File: config.mk
export PLATFORM = sky130hd
export DESIGN_NAME = csp_merge11
export DESIGN_NICKNAME = d
export VERILOG_FILES = /design/src/rtl/csp_merge_pkg.sv /design/src/rtl/csp_merge11_rr_arb2.sv /design/src/rtl/csp_merge11.sv
export SDC_FILE = /design/constraint.sdc
export NUM_CORES = 1
export LEC_CHECK = 0
export CELL_PAD_IN_SITES_DETAIL_PLACEMENT = 1
export CELL_PAD_IN_SITES_GLOBAL_PLACEMENT = 1
export CORE_UTILIZATION = 30
export CTS_CLUSTER_SIZE = 40
export DETAILED_ROUTE_END_ITERATION = 7
export PLACE_DENSITY = 0.78
export SLEW_MARGIN = 40
export SYNTH_ARGS = -nofsm -noshare
export SYNTH_HDL_FRONTEND = slang
export SYNTH_HIERARCHICAL = 1
export SYNTH_SLANG_ARGS = --single-unit
File: constraint.sdc
create_clock -name clk -period 1.98 [get_ports clk]
set_input_delay 0.396 -clock clk [delete_from_list [all_inputs] [get_ports clk]]
set_output_delay 0.396 -clock clk [all_outputs]
set_load 0.01 [all_outputs]
File: src/rtl/csp_merge_pkg.sv
// Shared types and constants for the csp merge/arbiter blocks.
package csp_merge_pkg;

    typedef enum logic [2:0] {
        IDLE,
        IN_ACK,
        IN_REL,
        OUT_REQ,
        OUT_REL
    } state_t;

    localparam logic SRC_Y = 1'b0;
    localparam logic SRC_Z = 1'b1;

endpackage

File: src/rtl/csp_merge11_rr_arb2.sv
// Two-request round-robin arbiter; the last winner loses the next tie.
module rr_arb2
    import csp_merge_pkg::*;
(
    input  logic       clk,
    input  logic       reset,
    input  logic [1:0] req,
    input  logic       grant_en,
    output logic [1:0] grant
);

    logic last_grant;

    // Reset to Z so that Y wins the first tie.
    always_ff @(posedge clk) begin
        if (reset) begin
            last_grant <= SRC_Z;
        end else if (grant_en && (|grant)) begin
            last_grant <= grant[SRC_Z];
        end
    end

    always_comb begin
        grant = req;
        if (req == 2'b11) begin
            grant = (last_grant == SRC_Z) ? 2'b01 : 2'b10;
        end
    end

endmodule

File: src/rtl/csp_merge11.sv
// Two-input four-phase merge: round-robin arbitration, one-packet buffer,
// optional source tagging of the route bit.
//
// state   | meaning
// IDLE    | waiting for y_req/z_req, captures the winner on the grant edge
// IN_ACK  | granted ack held high until the granted req falls
// IN_REL  | input released, raising x_req
// OUT_REQ | x_req high, waiting for x_ack
// OUT_REL | x_req low, waiting for x_ack to fall
module csp_merge11
    import csp_merge_pkg::*;
#(
    parameter int WIDTH   = 11,
    parameter bit TAG_SRC = 1'b1
) (
    input  logic             clk,
    input  logic             reset,
    input  logic             y_req,
    input  logic [WIDTH-1:0] y_data,
    output logic             y_ack,
    input  logic             z_req,
    input  logic [WIDTH-1:0] z_data,
    output logic             z_ack,
    output logic             x_req,
    output logic [WIDTH-1:0] x_data,
    input  logic             x_ack
);

    state_t           state, state_next;
    logic [1:0]       grant;
    logic             grant_en;
    logic             src;
    logic             granted_req;
    logic             y_ack_next, z_ack_next, x_req_next;
    logic [WIDTH-1:0] capture;

    rr_arb2 u_arb (
        .clk      (clk),
        .reset    (reset),
        .req      ({z_req, y_req}),
        .grant_en (grant_en),
        .grant    (grant)
    );

    assign granted_req = (src == SRC_Z) ? z_req : y_req;

    // x_data doubles as the hold register, so it is stable well before x_req.
    always_comb begin
        capture = grant[SRC_Z] ? z_data : y_data;
        if (TAG_SRC) begin
            capture[WIDTH-1] = grant[SRC_Z];
        end
    end

    always_ff @(posedge clk) begin
        if (reset) begin
            state  <= IDLE;
            src    <= SRC_Y;
            y_ack  <= 1'b0;
            z_ack  <= 1'b0;
            x_req  <= 1'b0;
            x_data <= '0;
        end else begin
            state <= state_next;
            y_ack <= y_ack_next;
            z_ack <= z_ack_next;
            x_req <= x_req_next;
            if (grant_en) begin
                x_data <= capture;
                src    <= grant[SRC_Z];
            end
        end
    end

    always_comb begin
        state_next = state;
        unique case (state)
            IDLE:    if (|grant)      state_next = IN_ACK;
            IN_ACK:  if (!granted_req) state_next = IN_REL;
            IN_REL:                   state_next = OUT_REQ;
            OUT_REQ: if (x_ack)       state_next = OUT_REL;
            OUT_REL: if (!x_ack)      state_next = IDLE;
            default:                  state_next = IDLE;
        endcase
    end

    always_comb begin
        y_ack_next = y_ack;
        z_ack_next = z_ack;
        x_req_next = x_req;
        grant_en   = 1'b0;
        unique case (state)
            IDLE: begin
                if (|grant) begin
                    grant_en   = 1'b1;
                    y_ack_next = grant[SRC_Y];
                    z_ack_next = grant[SRC_Z];
                end
            end
            IN_ACK: begin
                if (!granted_req) begin
                    y_ack_next = 1'b0;
                    z_ack_next = 1'b0;
                end
            end
            IN_REL:  x_req_next = 1'b1;
            OUT_REQ: if (x_ack) x_req_next = 1'b0;
            default: ;
        endcase
    end

endmodule

=== Yosys cells after proc, flatten, opt, wreduce, memory -nomap -nowiden ===
Index checks and enable logic that the tools add are counted.
Widths: inputs -> output; s select.

* Eq/ne operators: 9
* Reduce and logical (&&, ||, !) cells: 8
* $mul: 0
* Mux-type cells: 18
* $add $sub $neg: 0
* $lt $le $gt $ge: 0
* Shift operators: 0
* Div/mod/pow operators: 0
* Bitwise operators: 0

{| class="wikitable"
|+ Operators by type and width
! cell !! count
|-
| $pmux 3 s5 || 1
|-
| $mux 3 || 4
|-
| $mux 10 || 1
|-
| $ne 2x2->1 const B || 4
|-
| $mux 1 || 7
|-
| $eq 3x2->1 const B || 2
|-
| $pmux 1 s2 || 3
|-
| $mux 2 || 2
|-
| $reduce_and 4->1 || 1
|-
| $reduce_bool 2->1 || 2
|-
| $eq 3x1->1 const B || 1
|-
| $eq 3x3->1 const B || 1
|-
| $logic_not 3->1 || 1
|-
| $reduce_and 3->1 || 1
|-
| $eq 2x2->1 const B || 1
|-
| $reduce_and 2->1 || 1
|-
| $reduce_or 2->1 || 1
|-
| $logic_and 1x1->1 || 1
|}

* Register bits after elaboration: 19
* Bits in writable memories: 0
* Output and inout bits: 14
* Memories: 0
* Bits of input ports: 27
* Memory bits (read-only): 0
* Latch bits: 0
* Logic and storage cells: 42

=== Logic depth before layout (Yosys ltp) ===
* Depth after elaboration: 6
* Gate-level depth with buffers: 7
* Mapped depth without buffers: 6

=== Hierarchy ===
Netlist, hierarchy kept.

{| class="wikitable"
|+ Modules (own cells, without submodules)
! module !! seq. area each (um2) !! instances !! cells an instance !! area an instance (um2)
|-
| csp_merge11 || 340.3 || 1 || 85 || 889.6
|-
| rr_arb2 || 20.0 || 1 || 7 || 61.3
|}

=== Worst setup path before layout ===
OpenSTA, ideal clock, no wires.

* Kind: input -> register
* From: input port z_req
* To: register u_arb.last_grant
* Stages on the path: 6
* Path buffers: 1
* Library setup time: 120 ps
* Setup slack: 434 ps
* Arrival: 1426 ps
* Data required time: 1860 ps
* Cell sequence: a21boi_0 -> or2_1 -> and2_1 -> buf_4 -> and3_1 -> o21bai_2

* Word-level cells in the longest chain between the ends: 6

{| class="wikitable"
|+ Ends and longest elaborated chain
! what !! RTL line !! source
|-
| start, declared || csp_merge11.sv:21 || <nowiki>input logic z_req,</nowiki>
|-
| $eq 2x2->1 || csp_merge11_rr_arb2.sv:25 || <nowiki>if (req == 2'b11) begin</nowiki>
|-
| $mux 2 (*) || csp_merge11_rr_arb2.sv:25 ||
|-
| $reduce_or 2->1 (*) || csp_merge11.sv:94 || <nowiki>if (|grant) begin</nowiki>
|-
| $mux 1 (*) || csp_merge11.sv:94 ||
|-
| $mux 1 (*) || csp_merge11.sv:92 || <nowiki>unique case (state)</nowiki>
|-
| via grant_en || csp_merge11.sv:31 || <nowiki>logic grant_en;</nowiki>
|-
| $logic_and 1x1->1 (*) || csp_merge11_rr_arb2.sv:18 || <nowiki>end else if (grant_en && (|grant)) begin</nowiki>
|-
| end signal, assigned || csp_merge11_rr_arb2.sv:19 || <nowiki>last_grant <= grant[SRC_Z];</nowiki>
|-
| end, declared || csp_merge11_rr_arb2.sv:12 || <nowiki>logic last_grant;</nowiki>
|}

Mark *: on every way through the listed nets, which the timed path passes. The rest lies on a longest branch.
A chain may end at the register's enable or synchronous reset.

=== Worst setup path in the final report ===
* From: input port y_req
* To: register x_data[8]

* Word-level cells in the longest chain between the ends: 5
* Elaborated cells on any way between the ends: 6
* Classes of those cells: eq/ne: 1; mux: 4; reduce/logical: 1

{| class="wikitable"
|+ Ends and longest elaborated chain
! what !! RTL line !! source
|-
| start, declared || csp_merge11.sv:18 || <nowiki>input logic y_req,</nowiki>
|-
| $eq 2x2->1 (*) || csp_merge11_rr_arb2.sv:25 ||
|-
| $mux 2 (*) || csp_merge11_rr_arb2.sv:25 ||
|-
| via capture[10] || csp_merge11.sv:35 || <nowiki>logic [WIDTH-1:0] capture;</nowiki>
|-
| $reduce_or 2->1 || csp_merge11.sv:94 ||
|-
| $mux 1 || csp_merge11.sv:94 ||
|-
| $mux 1 || csp_merge11.sv:92 ||
|-
| end signal, assigned || csp_merge11.sv:69 || <nowiki>x_data <= capture;</nowiki>
|-
| end, declared || csp_merge11.sv:25 || <nowiki>output logic [WIDTH-1:0] x_data,</nowiki>
|}

Marks and branches as above.

==> flow_summary_export.csv <==
group,metric,value,unit
routing,drc,0,
placement,hpwlAfterDp,2038,um
synthesis,yosys_warnings,6,
synthesis,synth_commonest_cells,"dfxtp_1 (18), a21oi_1 (14), a211oi_2 (10), mux2i_1 (10), nand2_1 (4)",
synthesis,syn_inst,92,
cts,numCtsBuffers,3,
floorplan,die_height,58.30,um
floorplan,core_area,3028,sq um
floorplan,chipWidth,58.30,um
worst_setup_path,r2r_cells,4,
sta,fin_skew,0.006305,ns
routing,vias_per_cell,4.795,
synthesis,synth_top_cell_by_area,"dfxtp_1",
cts,hold_bufs_at_cts,0,
cts,cts_max_path_buffers,2,
sta,period_utilization,85.30,%
power_and_ir_drop,power_density,710.9,nW/um^2
synthesis,synth.top_cells.by_area,"dfxtp_1 (38%), a211oi_2 (13%), mux2i_1 (11%)",
synthesis,fraction_of_post_synthesis_cell_area_in_the_top_cell_type_by_area,37.89,%
job,maxCapViolations,0,
cts,clock_sinks,18,
routing,num_vias,844,
synthesis,syn-cell-area,950.9,sq um
global_route,vias_in_the_first_global_route,915,
worst_setup_path,worst_setup_path_start_kind,"input pin",
cts,cts_tree,"done",
cts,clock_tree.htree_level_count,1,
placement,place_congestion,0.7570,
global_route,antenna_found_initial,0,
placement,io_buffers,38,
synthesis,dominantRegCellSynth,"dfxtp_1",
routing,drt_iter0_drc,12,
synthesis,synth.ff_latch_count,18,
worst_hold_path,min_delay_path_depth,2,
worst_setup_path,cp_max_fo,7,
global_route,aggregate_global_routing_overflow,0,
routing,postRouteWirelength,2511,um
floorplan,row_count,20,
synthesis,postSynth.asyncResetShare,0,%
sta,relSlewSlack,73.43,%
worst_hold_path,worst_hold_path_type,"reg -> reg",
finish,fin_util,46.41,%
synthesis,top_count_cell_post_synth,"dfxtp_1",
sta,max_clock_freq,592.1,MHz
cts,clkLatencyLatePin,0.28,ns
synthesis,share_of_the_yosys_chip_area_belonging_to_registers,37.89,%
global_route,grt_use_total,16.02,%
power_and_ir_drop,worst_ir_drop_vdd,0.3492,mV
finish,share_of_cells_above_drive_strength_1,19.70,%
finish,layout-area-overhead-vs-synth,47.76,%
worst_setup_path,worstPathArrival,1.89,ns
cts,clockRootBuffer,"clkbuf_4",
sta,final_slew_viol_count,0,
synthesis,synthesis.nets,119,
cts,clk_transition_reported_paths,0.10,ns
cts,cts_repair_resize_count,0,
synthesis,synth.lib_cells_used.distinct,31,
synthesis,syn_area_per_cell,10.34,sq um
sta,hold_viol,0,
worst_setup_path,crit_path_end_kind,"register",
finish,antenna-diode-count,0,
routing,antenna_left,0,
floorplan,initial_utilization,31.40,%
worst_setup_path,cp.required,2.18,ns
global_route,first_pass_grt_wire_length,4077,um
power_and_ir_drop,static-leakage-power,0.5091,nW
sta,fin_worst_hold_slack,0.5020,ns
outcome,outcome,"complete, no violations",
routing,average_wire_length_per_cell_after_detail_routing,14.27,um
worst_setup_path,crit_type,"in -> reg",
global_route,grt_max_degree,13,
sta,worst-slew-pin-transition,0.3980,ns
synthesis,synth-edff-count,0,
routing,drt-pass1-iter-count,4,
sta,final.min_clock_period,1.689,ns
cts,post_cts_buffers,0,
finish,final_nets,161,
floorplan,floorplan.io_pins,41,
floorplan,fp.dieArea,3399,sq um
sta,grt_setup_unrepaired,"false",
sta,timing.final.setup_violations,0,
[path summary, 6_finish.rpt]
kind                            startpoint          to  slack (ns)
worst max-delay path                 y_req   x_data[8]        0.29
worst min-delay path            x_data[10]  x_data[10]        0.50
worst max register to register    state[0]   x_data[8]        0.54
worst min register to register  x_data[10]  x_data[10]        0.50
[layout by cell type (no fill, tap or decap)]
cell | Yosys | final
nand2_1 | 4 | 4
a211oi_2 | 10 | 10
o32ai_1 | 1 | 1
a22oi_1 | 1 | 1
mux2i_1 | 10 | 10
a211oi_1 | 1 | 1
nor2b_1 | 1 | 1
nor3_4 | 1 | 1
buf_4 | 3 | 8
mux2_4 | 1 | 1
a311oi_1 | 1 | 1
clkdlybuf4s50_1 | 0 | 38
and3_1 | 1 | 1
dfxtp_1 | 18 | 18
or3_4 | 1 | 1
and2_1 | 2 | 2
nor2_1 | 2 | 2
inv_1 | 2 | 2
clkbuf_4 | 0 | 3
or4b_4 | 1 | 1
or3b_1 | 1 | 1
o311a_1 | 1 | 1
o211ai_1 | 1 | 1
nor3b_1 | 2 | 2
a21boi_1 | 0 | 1
a21boi_0 | 2 | 1
nand3b_1 | 1 | 1
or2_1 | 1 | 1
a21oi_1 | 14 | 14
nand2b_1 | 1 | 1
o21bai_2 | 1 | 1
[flip-flops by register name, indices dropped and copies added (netlist names)]
register and cells:
z_ack 1, u_arb/last_grant 1, y_ack 1, x_data 11
x_req 1, state 3
[kinds of logic (layout without fill, tap and decap cells)]
group | Yosys count | count (layout) | synth area share, %
buf+inv | 11 | 51 | 7.499
flops | 18 | 18 | 37.90
simple gates | 19 | 19 | 13.95
mux | 11 | 11 | 12.11
compound gates | 33 | 33 | 28.55
[where the power goes]
part	internal (mW)	switching, mW	leakage (nW)
registers	0.409	0.0397	0.149
logic	0.216	0.164	0.347
clock network	0.0705	0.100	0.0138
total	0.696	0.303	0.509
[per-layer routing]
metal  vias up  global-route usage [%]  wire (um)  part of all wire [%]
li1        421                       -          -                     -
met1       390                   17.46       1053                    42
met2        29                   30.21       1298                    52
met3         4                   2.637        124                   4.9
met4         0                   7.143         34                   1.4
met5         -                       0          0                     0
[worst max-delay path: stages]
cell and delay, ns:
clkdlybuf4s50_1 0.50, buf_4 0.12, a21boi_1 0.06, or2_1 0.24, and2_1 0.20, buf_4 0.20, a211oi_2 0.18
[final cells by class]
| class | count | area, sq um |
|---|---|---|
| Timing Repair Buffer | 46 | 440.4 |
| Fill cell | 343 | 1623 |
| Tap cell | 44 | 55.05 |
| Inverter | 2 | 7.507 |
| Multi-Input combinational cell | 63 | 519.2 |
| Sequential cell | 18 | 360.3 |
| Clock buffer | 3 | 22.52 |
[through the flow]
| stage | instance area (sq um) | power [mW] | setup WS (ns) | std cells | setup TNS (ns) |
|---|---|---|---|---|---|
| 3_5_place_dp | 1383 | 0.8412 | -0.009385 | 173 | -0.01205 |
| 4_1_cts | 1405 | 1.019 | 0.2894 | 176 | 0 |
| 3_3_place_gp | 1383 | 0.8224 | 0.02328 | 173 | 0 |
| 2_1_floorplan | 950.9 | 0.6698 | 0.4337 | 92 | 0 |
| 6_report | 1405 | 0.9989 | 0.2910 | 176 | 0 |
| 5_1_grt | 1405 | 1.065 | 0.2274 | 176 | 0 |
Power figures use the tool's default switching activity.
